==> config.mk <==
export PLATFORM = sky130hd
export DESIGN_NAME = key_event_scheduler
export DESIGN_NICKNAME = d
export VERILOG_FILES = /design/src/rtl/key_event_scheduler.sv
export SDC_FILE = /design/constraint.sdc
export NUM_CORES = 1
export LEC_CHECK = 0
export ABC_AREA = 1
export BUFFER_PORTS_ARGS = -buffer_cell sky130_fd_sc_hd__buf_4
export CORE_ASPECT_RATIO = 0.7
export CORE_MARGIN = 2
export CORE_UTILIZATION = 45
export CTS_BUF_LIST = sky130_fd_sc_hd__clkbuf_16
export CTS_CLUSTER_DIAMETER = 30
export CTS_CLUSTER_SIZE = 40
export DETAILED_ROUTE_END_ITERATION = 6
export PLACE_DENSITY_LB_ADDON = 0.25
export SLEW_MARGIN = 25
export SYNTH_ARGS = -nofsm -noshare
export SYNTH_HDL_FRONTEND = slang
export SYNTH_SLANG_ARGS = --single-unit
==> constraint.sdc <==
create_clock -name clk -period 2.95 [get_ports clk]
set_input_delay 0.59 -clock clk [delete_from_list [all_inputs] [get_ports clk]]
set_output_delay 0.59 -clock clk [all_outputs]
set_load 0.1 [all_outputs]
==> src/rtl/key_event_scheduler.sv <==
// Debounces N_KEYS push-buttons using one shared sample prescaler and a channel scan FSM,
// queues one press event per key and issues them round-robin on a valid/ready port.
module key_event_scheduler #(
    parameter int N_KEYS       = 4,
    parameter int TICK_CYCLES  = 100000,
    parameter int STABLE_TICKS = 20
) (
    input  logic                      clk,
    input  logic                      reset,
    input  logic [N_KEYS-1:0]         keys_raw,
    output logic [N_KEYS-1:0]         keys_clean,
    output logic                      evt_valid,
    output logic [$clog2(N_KEYS)-1:0] evt_id,
    input  logic                      evt_ready,
    output logic                      evt_overrun
);

    localparam int unsigned NK  = N_KEYS;
    localparam int          IDW = $clog2(N_KEYS);
    localparam int          PW  = $clog2(TICK_CYCLES);
    localparam int          CW  = $clog2(STABLE_TICKS);

    localparam logic [PW-1:0]  TICK_LAST = PW'(TICK_CYCLES - 1);
    localparam logic [CW-1:0]  CNT_LAST  = CW'(STABLE_TICKS - 1);
    localparam logic [IDW-1:0] CH_LAST   = IDW'(N_KEYS - 1);

    localparam logic [0:0] IDLE = 1'b0;
    localparam logic [0:0] SCAN = 1'b1;

    logic [N_KEYS-1:0] sync_meta;
    logic [N_KEYS-1:0] sync_q;
    logic [N_KEYS-1:0] cand;
    logic [CW-1:0]     cnt [N_KEYS];
    logic [PW-1:0]     presc;
    logic              tick;
    logic [0:0]        state;
    logic [IDW-1:0]    chan;
    logic [N_KEYS-1:0] pending;
    logic [IDW-1:0]    rr_ptr;

    logic [N_KEYS-1:0] visit;
    logic [N_KEYS-1:0] pend_set;
    logic [N_KEYS-1:0] pend_clr;
    logic [N_KEYS-1:0] pending_next;
    logic              sel_found;
    logic [IDW-1:0]    sel_idx;
    logic              issue;
    logic              overrun_next;
    logic [IDW-1:0]    rr_next;

    assign tick = (presc == TICK_LAST);

    // A press is recognised on the visit where a stable high candidate is committed.
    always_comb begin
        visit    = '0;
        pend_set = '0;
        for (int unsigned i = 0; i < NK; i++) begin
            visit[i] = (state == SCAN) && (chan == IDW'(i));
            if (visit[i] && (sync_q[i] == cand[i]) && (cnt[i] == CNT_LAST) &&
                !keys_clean[i] && cand[i])
                pend_set[i] = 1'b1;
        end
    end

    // Round-robin pick: first pending bit at or after rr_ptr, wrapping.
    always_comb begin
        sel_found = 1'b0;
        sel_idx   = '0;
        for (int unsigned off = 0; off < NK; off++) begin
            int unsigned j;
            j = (32'(rr_ptr) + off) % NK;
            if (!sel_found && pending[j]) begin
                sel_found = 1'b1;
                sel_idx   = IDW'(j);
            end
        end
        issue    = (!evt_valid || evt_ready) && sel_found;
        pend_clr = '0;
        if (issue)
            pend_clr[sel_idx] = 1'b1;
        rr_next      = (sel_idx == CH_LAST) ? '0 : sel_idx + 1'b1;
        // Set wins over a same-cycle clear, and that case is not an overrun.
        overrun_next = |(pend_set & pending & ~pend_clr);
        pending_next = (pending & ~pend_clr) | pend_set;
    end

    always_ff @(posedge clk or posedge reset) begin
        if (reset) begin
            sync_meta   <= '0;
            sync_q      <= '0;
            cand        <= '0;
            keys_clean  <= '0;
            presc       <= '0;
            state       <= IDLE;
            chan        <= '0;
            pending     <= '0;
            rr_ptr      <= '0;
            evt_valid   <= 1'b0;
            evt_id      <= '0;
            evt_overrun <= 1'b0;
            for (int unsigned i = 0; i < NK; i++)
                cnt[i] <= '0;
        end else begin
            sync_meta <= keys_raw;
            sync_q    <= sync_meta;
            presc     <= tick ? '0 : presc + 1'b1;

            case (state)
                IDLE: begin
                    if (tick) begin
                        state <= SCAN;
                        chan  <= '0;
                    end
                end
                SCAN: begin
                    if (chan == CH_LAST) begin
                        state <= IDLE;
                        chan  <= '0;
                    end else begin
                        chan <= chan + 1'b1;
                    end
                end
                default: state <= IDLE;
            endcase

            for (int unsigned i = 0; i < NK; i++) begin
                if (visit[i]) begin
                    if (sync_q[i] != cand[i]) begin
                        cand[i] <= sync_q[i];
                        cnt[i]  <= '0;
                    end else if (cnt[i] < CNT_LAST) begin
                        cnt[i] <= cnt[i] + 1'b1;
                    end else if (keys_clean[i] != cand[i]) begin
                        keys_clean[i] <= cand[i];
                    end
                end
            end

            pending     <= pending_next;
            evt_overrun <= overrun_next;

            if (issue) begin
                evt_valid <= 1'b1;
                evt_id    <= sel_idx;
                rr_ptr    <= rr_next;
            end else if (evt_valid && evt_ready) begin
                evt_valid <= 1'b0;
            end
        end
    end

endmodule

After elaboration in Yosys (flattened, before gate mapping)
Cells that the tools add are included.
- flip-flop bits (word level): 66
- input port bits: 7
- logic and storage cells: 173
- add/subtract/negate cells: 10
- $lt $le $gt $ge: 10
- eq/ne operators: 22
- multiplexer cells: 41
- bitwise logic cells: 14
- reductions and logical operators: 54
- operator list (kind ; count):
    2-to-1 mux 5 bit ; 8
    logical AND 1 bit ; 26
    adder 5 x 1 -> 5 bit, second input constant ; 4
    == test 5 bit, second input constant ; 4
    < comparator 5 bit, second input constant ; 4
    adder 17 x 1 -> 17 bit, second input constant ; 1
    == test 17 bit, second input constant ; 1
    2-to-1 mux 1 bit ; 17
    2-to-1 mux 17 bit ; 1
    AND reduction 2 bit ; 8
    AND reduction 4 bit ; 4
    < comparator 2 x 3 -> 1 bit, second input constant ; 5
    2-to-1 mux 2 bit ; 7
    AND 4 bit ; 3
    nonzero test 2 bit ; 5
    NOT 1 bit ; 9
    binary-select mux 1 bit (select 2 bit) ; 4
    zero test 1 bit ; 8
    != test 1 bit ; 8
    adder 2 x 1 -> 2 bit, second input constant ; 3
    == test 2 bit, second input constant ; 3
    adder 2 bit, second input constant ; 2
    == test 1 bit ; 4
    2-to-1 mux 4 bit ; 1
    11 further kinds ; 11

Logic depth before layout (Yosys ltp)
Gate-level depths: netlist of the first run.
- depth in word-level cells: 20
- depth in mapped cells: 19
- gate-level depth less buffers: 18

Worst setup path before layout of the first run
No wires, ideal clock.
- kind: register to register
- from: register rr_ptr[0]
- to: register evt_overrun
- data arrival time: 1691 ps
- required time: 2834 ps
- slack: 1143 ps
- cell stages (with the launch flop): 17
- clock period less this slack: 1807 ps
- cells stage by stage: dfrtp_1 -> buf_6 -> nand2_1 -> nand2_2 -> nand2_2 -> nand2_4 -> nor2_8 -> nand2_1 -> nand3_1 -> nand2_2 -> nor2_2 -> ha_1 -> nand3_1 -> nand2_1 -> nand2_1 -> inv_1 -> nand2_1
- longest elaborated chain between the ends: 20
- elaborated cells between the ends (all ways): 35
- RTL lines (item ; RTL line ; source):
    start, declared ; 39 ; logic [IDW-1:0] rr_ptr;
    start signal, assigned ; 145 ; rr_ptr <= rr_next;
    parallel branches: the longest is 11 deep, another holds adder 2 x 1 -> 2 bit ; -- ;
    2-to-1 mux 2 bit * ; 72 ; if (!sel_found && pending[j]) begin
    net sel_idx[0] ; 46 ; logic [IDW-1:0] sel_idx;
    < comparator 2 x 3 -> 1 bit (not written as such) or >= comparator 2 x 1 -> 1 bit (tied branches) ; 80 ; pend_clr[sel_idx] = 1'b1;
    logical AND 1 bit (not written as such) ; 80 ;
    2-to-1 mux 1 bit (not written as such) ; 80 ;
    demux 1 bit (select 2 bit) * ; 80 ;
    2-to-1 mux 4 bit * ; 79 ; if (issue)
    NOT 4 bit * ; 83 ; overrun_next = |(pend_set & pending & ~pend_clr);
    AND 4 bit * ; 83 ;
    OR reduction 4 bit * ; 83 ;
    net overrun_next ; 48 ; logic overrun_next;
    end signal, assigned ; 140 ; evt_overrun <= overrun_next;
    end, declared ; 15 ; output logic evt_overrun
Mark *: on every way through the listed nets, which the timed path passes. The select of a mux whose other input is x is not followed.
A chain may end at the register's enable or synchronous reset.

Final worst setup path of the first run
Same ends and word-level chain as after synthesis.

==> run_results.csv, run 1 <==
group,metric,value,unit
synth,synth_nets,443,
hold_path,hold_class,"flop to flop",
floorplan,start_util,47.3,%
setup_path,start_kind,"flop",
setup_path,crit_path_start,"rr_ptr[0]$_DFFE_PP0P_",
synth,yosysUniqueCellTypes,33,
clock_network,clock_latency,0.33,ns
setup_path,endpoint_kind,"flop",
setup_path,cpMaxStageDelayCell,"dfrtp_1",
layout,multi_input_area,1590,um^2
layout,n_fill_cell,676,
drt,wl_per_cell,11.9,um
drt,vias,2644,
drt,antenna_left,0,
hold_path,hp-start,"sync_meta[0]$_DFF_PP0_",
drt,first_pass_iters,4,
floorplan,coreArea,7450,um^2
sta,finalCritPeriodShare,74.2,%
setup_path,worst-path-buf-inv,2,
grt,grt_antenna_before_repair,0,
sta,setup_tns,0,ns
grt,grt_pass1_vias,2618,
synth,yosysSeqAreaShare,46.9,%
synth,ys_warn_count,0,
clock_network,cts-root-buf,"clkbuf_16",
synth,post_synth.cell_area_avg,8.33,um^2
setup_path,critPathKind,"flop to flop",
synth,ys_ff_latch,66,
layout,antenna_cells,0,
clock_network,cts_resized,0,
drt,wl,6530,um
sta,relSlewSlack,44.7,%
sta,finClkSkew,0.00475,ns
power,leakage,1.93,nW
synth,synth_area,3520,um^2
layout,layout-drive-gt1-share,16.2,%
clock_network,ctsHoldBuffers,0,
placed_design,port_buffers,14,
grt,grt_pass1_wl,11900,um
sta,rsz0062_at_grt,"no",
sta,period_needed,2.19,ns
clock_network,postCtsSetupRepairBufs,0,
power,swShare,36.2,%
setup_path,worstPathMaxFanout,11,
placed_design,gp_congestion,0.870,
floorplan,io_pins,15,
power,p_per_area,777,nW/um^2
layout,utilization,54.4,%
clock_network,clk_pin_slew,0.05,ns
layout,fin_nets,467,
drt,drc_errors,0,
placed_design,place_area,3740,um^2
clock_network,cts_buffer_depth,2,
floorplan,rows,26,
setup_path,worstPathArrival,2.41,ns
power,power.total,3.15,mW
floorplan,dieArea,8560,um^2
power,ir_drop,0.000509,V
drt,avgViaCountPerCell,4.81,
placed_design,dp.cells,534,
sta,slew_violations,0,
sta,fmax,457,MHz
power,power_frac_seq,32.8,%
setup_path,crit_path_frequent_cell,"nand2_1",
clock_network,cts_sinks,66,
drt,drt_iter0_drc,193,
setup_path,crit_chain,"inv_2, nand2_1, nand2_1, nand2_2, nand2_4, nor2_8, nand2_1, nand3_1, nand2_2, nor2_2, ha_1, nand3_1, nand2_1, nand2_1, inv_1, nand2_1",
clock_network,cts_made_buffers,9,
setup_path,slowest_delay,0.56,ns
grt,grt_max_degree,67,
floorplan,dieHeight,78.0,um
power,switching_power,1.14,mW
setup_path,critical_path.top_delay_family,"simple AND/OR/NAND/NOR gates",
layout,final_area,4050,um^2
outcome,outcome,"finished clean",
placed_design,post-dp-hpwl,4690,um
layout,synthToLayoutAreaGrowth,15.1,%
clock_network,cts_tree,"done",
sta,tightest_slew,0.829,ns
grt,groute.usage.overall,17.9,%
grt,grt_overflow_total,0,
layout,ff_latch_area,1650,um^2
synth,syn_inst,423,
power,p_int,2.01,mW
power,power_frac_clock,35.7,%
setup_path,r2r-start,"rr_ptr[0]$_DFFE_PP0P_",
sta,finalHoldViolCount,0,
run,drv_cap,0,
clock_network,htreeDepth,3,
floorplan,die_w,110,um
layout,layout.cells.non_filler,550,
power,power_frac_comb,31.5,%
setup_path,crit_required,3.17,ns
sta,setup_viol,0,
[synth_stat cells]
master | instances | area, um^2
a21oi_1 | 13 | 65.1
xor2_1 | 7 | 61.3
a21oi_2 | 1 | 8.76
nor3_1 | 10 | 50.1
a31oi_1 | 1 | 6.26
nor2_8 | 1 | 20.0
nor2_1 | 37 | 139
nand3_2 | 4 | 40.0
nor2_2 | 5 | 31.3
or2_2 | 1 | 6.26
nand3b_1 | 1 | 7.51
nor2_4 | 1 | 11.3
nor3b_1 | 4 | 30.0
and2_4 | 1 | 8.76
dfrtp_1 | 66 | 1650
inv_4 | 1 | 6.26
nor3_2 | 3 | 30.0
o21ai_4 | 1 | 16.3
nand4_2 | 1 | 12.5
nand3_4 | 1 | 17.5
ha_1 | 13 | 163
buf_6 | 2 | 22.5
o21ai_0 | 29 | 145
o21ai_1 | 4 | 20.0
nand2_4 | 3 | 33.8
nand2_2 | 13 | 81.3
inv_2 | 5 | 18.8
nor4_1 | 1 | 6.26
nand3_1 | 35 | 175
nand2_1 | 83 | 312
inv_1 | 63 | 236
xnor2_1 | 6 | 52.6
nand4_1 | 6 | 37.5
[cells in the final DEF (no fill, tap or decap), types with 9 or more instances in the layout]
cell type	Yosys	final
nand3_1	35	35
clkbuf_16	0	9
inv_1	63	62
nor3_1	10	10
buf_4	0	15
o21ai_0	29	29
nand2_2	13	13
nor2_1	37	37
ha_1	13	13
a21oi_1	13	13
nand2_1	83	83
dfrtp_1	66	66
[power groups by stage]
stage | clock network (mW) | logic (mW) | registers (mW)
floorplan | 0 | 0.736 | 1.14
global placement | 0 | 0.965 | 1.05
detailed placement | 0 | 0.992 | 1.05
CTS | 1.15 | 0.993 | 1.03
global route | 1.20 | 1.11 | 1.04
finish | 1.12 | 0.993 | 1.03
[final cells by class]
class / count / share of cell area, %
Inverter: 69 / 6.45
Multi-Input combinational cell: 286 / 39.2
Clock buffer: 9 / 5.56
Clock inverter: 7 / 2.28
Tap cell: 98 / 3.02
Timing Repair Buffer: 15 / 2.78
Sequential cell: 66 / 40.7
[flip-flops by register name (all words and copies together), names as in the netlist]
register	cells
cand	4
chan	2
cnt	20
evt_id	2
evt_overrun	1
evt_valid	1
keys_clean	4
pending	4
presc	17
rr_ptr	2
state	1
sync_meta	4
sync_q	4
[through the flow]
stage                     worst slack (ns)  hold slack, ns
after CTS                            0.764           0.348
after global routing                 0.537           0.346
after detailed placement             0.769           0.336
after floorplan                      0.705           0.331
final                                0.761           0.351
after global placement               0.898           0.333
[routing by layer]
metal,share of wire [%],vias up,GRT usage [%]
met5,0,-,0
met4,0.90,0,6.33
met3,3.9,6,6.06
met2,43,36,26.0
met1,52,1204,24.9
li1,-,1398,-
[worst reg2reg max path: stages, from the launching register on]
cell and delay (ns):
dfrtp_1 0.56, inv_2 0.14, nand2_1 0.08, nand2_1 0.09, nand2_2 0.11, nand2_4 0.08
nor2_8 0.11, nand2_1 0.08, nand3_1 0.09, nand2_2 0.09, nor2_2 0.15, ha_1 0.19
nand3_1 0.10, nand2_1 0.07, nand2_1 0.04, inv_1 0.04, nand2_1 0.05
[logic make-up (layout without fill, tap and decap cells)]
group	after synthesis	after routing	synth area share, %
AOI/OAI and AO/OA	49	49	7.42
xor gates and xnor gates	13	13	3.23
adders and majority gates	13	13	4.62
buffers and inverters	71	100	8.06
DFF	66	66	46.9
and+or+nand+nor	211	211	29.8
[worst paths after layout]
path	to	slack (ns)	cells past startpoint
setup / recovery	evt_overrun$_DFF_PP0_	0.76	16
setup reg to reg	evt_overrun$_DFF_PP0_	0.76	16
min in group asynchronous	keys_clean[1]$_DFFE_PP0P_	0.50	3
hold reg to reg	sync_q[0]$_DFF_PP0_	0.35	0
max in group asynchronous	keys_clean[0]$_DFFE_PP0P_	1.89	3
hold / removal	sync_q[0]$_DFF_PP0_	0.35	0
Note: power is estimated with default switching activity, not from simulation.
==> run 2, diff against run 1 <==
--- a/config.mk
+++ b/config.mk
@@ -5,7 +5,7 @@
 export SDC_FILE = /design/constraint.sdc
 export NUM_CORES = 1
 export LEC_CHECK = 0
-export ABC_AREA = 1
+export ABC_AREA = 0
 export BUFFER_PORTS_ARGS = -buffer_cell sky130_fd_sc_hd__buf_4
 export CORE_ASPECT_RATIO = 0.7
 export CORE_MARGIN = 2
==> constraint.sdc (replaced) <==
create_clock -name clk -period 2.25 [get_ports clk]
set_input_delay 0.45 -clock clk [delete_from_list [all_inputs] [get_ports clk]]
set_output_delay 0.45 -clock clk [all_outputs]
set_load 0.1 [all_outputs]
==> run 2 against run 1 <==
  * Fmax increased by 2.7%
  * Sequential cell count unchanged
  * Setup slack got worse by 0.64 ns
  * Core utilization increased by 0.54 points
  * Non-clock buffer count increased by 3
  * Sequential power increased by 24%
  * Via count decreased by 10%
  * Wire length decreased by 8.2%
  * First-iteration DRC count decreased by 45%
  * Clock skew increased by 0.0028 ns
  * Final cell count decreased by 19%
  * Count of clock-buffer cells in the layout unchanged
==> run_results.csv, run 2 <==
group,metric,value,unit
grt,grt_pass1_wl,11000,um
layout,layout.cells.most_common,"dfrtp_1",
synth,syn_inst,321,
drt,avgViaCountPerCell,5.32,
clock_network,htreeDepth,3,
setup_path,start_kind,"flop",
power,leakage,1.77,nW
floorplan,io_pins,15,
drt,first_pass_iters,4,
power,power.total,3.03,mW
floorplan,start_util,46.9,%
grt,grt_pass1_vias,2324,
setup_path,critPathKind,"flop to flop",
drt,vias,2373,
grt,grt_antenna_before_repair,0,
placed_design,place_ws,0.125,ns
layout,fin_nets,367,
floorplan,dieHeight,74.5,um
grt,groute.usage.overall,18.4,%
sta,fmax,469,MHz
floorplan,die_w,105,um
sta,slew_violations,0,
synth,yosysMostFrequentCell,"dfrtp_1",
setup_path,worstPathMaxFanout,5,
synth,ys.flop_type,"dfrtp_1",
setup_path,slowest_delay,0.43,ns
layout,layout-drive-gt1-share,13.9,%
synth,yosysTopAreaCell,"dfrtp_1",
layout,largestRegisters,"cnt (20), presc (17)",
clock_network,cts_sinks,66,
synth,ys_warn_count,0,
synth,synth_nets,341,
power,ir_drop,0.000597,V
clock_network,cts_tree,"done",
placed_design,post-dp-hpwl,4170,um
synth,post_synth.cell_area_avg,9.97,um^2
synth,async_flop_share,100,%
sta,finClkSkew,0.00753,ns
sta,finalCritPeriodShare,94.7,%
setup_path,crit_chain,"nor2b_2, a21oi_2, nor2_1, a221oi_2, and2_4, buf_4, ha_1, nand2_1, nand2_1, nor2_1, or3_1",
sta,hold_slack,0.142,ns
setup_path,r2r-start,"pending[0]$_DFF_PP0_",
setup_path,ff2ff_path_depth,11,
grt,grt_max_degree,46,
clock_network,cts-root-buf,"clkbuf_16",
setup_path,worst-path-buf-inv,1,
synth,yosysSeqAreaShare,51.6,%
synth,synth_top_cells_by_count,"dfrtp_1 (66), nand2_1 (55), nor2_1 (26)",
hold_path,hold_class,"input port to async pin",
layout,utilization,55.0,%
floorplan,dieArea,7810,um^2
drt,wl,6000,um
drt,antenna_left,0,
placed_design,place_area,3430,um^2
setup_path,worstPathArrival,2.34,ns
setup_path,critical_path.top_delay_family,"simple AND/OR/NAND/NOR gates",
sta,period_needed,2.13,ns
placed_design,dp.cells,428,
drt,m1WireLength,3100,um
synth,yosys.area.top_type_share,51.6,%
synth,synth_edf_count,0,
grt,grt_overflow_total,0,
clock_network,cts_made_buffers,9,
placed_design,gp_congestion,0.812,
sta,setup_slack,0.119,ns
sta,rsz0062_at_grt,"no",
floorplan,rows,25,
layout,final_area,3750,um^2
clock_network,cts_buffer_depth,2,
drt,dr_wl_met2,2560,um
synth,ys_ff_latch,66,
layout,layout.cells.non_filler,446,
power,p_per_area,808,nW/um^2
layout,largest_register_ffs,20,
clock_network,clock_latency,0.34,ns
placed_design,port_buffers,14,
clock_network,clk_pin_slew,0.05,ns
sta,setup_viol,0,
layout,antenna_cells,0,
run,drv_cap,0,
synth,yosysUniqueCellTypes,45,
sta,finalHoldViolCount,0,
setup_path,endpoint_kind,"flop",
setup_path,reg2reg_slack,0.12,ns
sta,setup_tns,0,ns
setup_path,rr_endpoint,"evt_overrun$_DFF_PP0_",
setup_path,crit_required,2.46,ns
sta,relSlewSlack,67.3,%
setup_path,cpMaxStageDelayCell,"dfrtp_2",
synth,synth_area,3200,um^2
layout,layout_common_cells,"dfrtp_1 (65), nand2_1 (55), nor2_1 (26)",
outcome,outcome,"finished clean",
drt,drc_errors,0,
drt,wl_per_cell,13.4,um
drt,wl_met3,242,um
clock_network,ctsHoldBuffers,0,
sta,tightest_slew,0.489,ns
drt,highest_layer,"met4",
synth,synthTopCellsByArea,"dfrtp_1 (52%), nand2_1 (6.5%), ha_1 (5.1%), o21ai_0 (3.6%), xor2_1 (3.3%)",
floorplan,coreArea,6820,um^2
layout,top_register,"cnt",
drt,drt_iter0_drc,107,
layout,synthToLayoutAreaGrowth,17.1,%
## run 2: report_power, final
group | switching (mW) | internal [mW] | total (mW)
Clock | 0.480 | 0.834 | 1.31
Combinational | 0.314 | 0.117 | 0.431
Sequential | 0.0448 | 1.24 | 1.28
Total | 0.838 | 2.19 | 3.03
## run 2: layout make-up
| class | instances | area (um^2) |
|---|---|---|
| fillers | 623 | 3070 |
| well taps | 94 | 118 |
| flip-flops and latches | 66 | 1650 |
| inverters | 12 | 45.0 |
| repair buffers | 18 | 148 |
| clock inverters | 7 | 53.8 |
| clock buffers | 9 | 225 |
| multi-input cells | 240 | 1510 |
## run 2: worst register-to-register path, delay by kind of cell (launching register included)
kind	cells	cell delay, ns
simple gates	7	0.94
flops	1	0.43
buf+inv	1	0.10
fa+ha+maj	1	0.14
compound gates	2	0.39
## run 2: metal layers
metal / global-route usage (%) / up-vias
met5: 0 / -
met3: 6.40 / 8
li1: - / 1184
met4: 9.33 / 0
met1: 25.0 / 1146
met2: 26.4 / 35
## run 2: worst max path at each step
stage                                        to                  from  depth (start not counted)  slack (ns)
final                     evt_overrun$_DFF_PP0_  pending[0]$_DFF_PP0_                         11        0.12
after global routing      evt_overrun$_DFF_PP0_  pending[0]$_DFF_PP0_                         11       0.001
after CTS                 evt_overrun$_DFF_PP0_  pending[0]$_DFF_PP0_                         10        0.10
after detailed placement  evt_overrun$_DFF_PP0_  pending[0]$_DFF_PP0_                         10        0.13
after global placement    evt_overrun$_DFF_PP0_  pending[0]$_DFF_PP0_                         10        0.20
after floorplan             cand[0]$_DFFE_PP0P_                 reset                          1        0.15
## run 2: cell families after synthesis
logic type,count (synthesis),share of synthesized area (%)
buffers and inverters,15,1.99
xor gates and xnor gates,18,5.40
muxes,2,0.704
and+or+nand+nor,140,21.6
DFF,66,51.6
AOI/OAI and AO/OA,67,13.6
adders and majority gates,13,5.08
## run 2: timing repair
action                     in CTS  in global routing
setup buffers                   0                  2
resized for setup               0                  6
setup endpoints to repair       0                  1
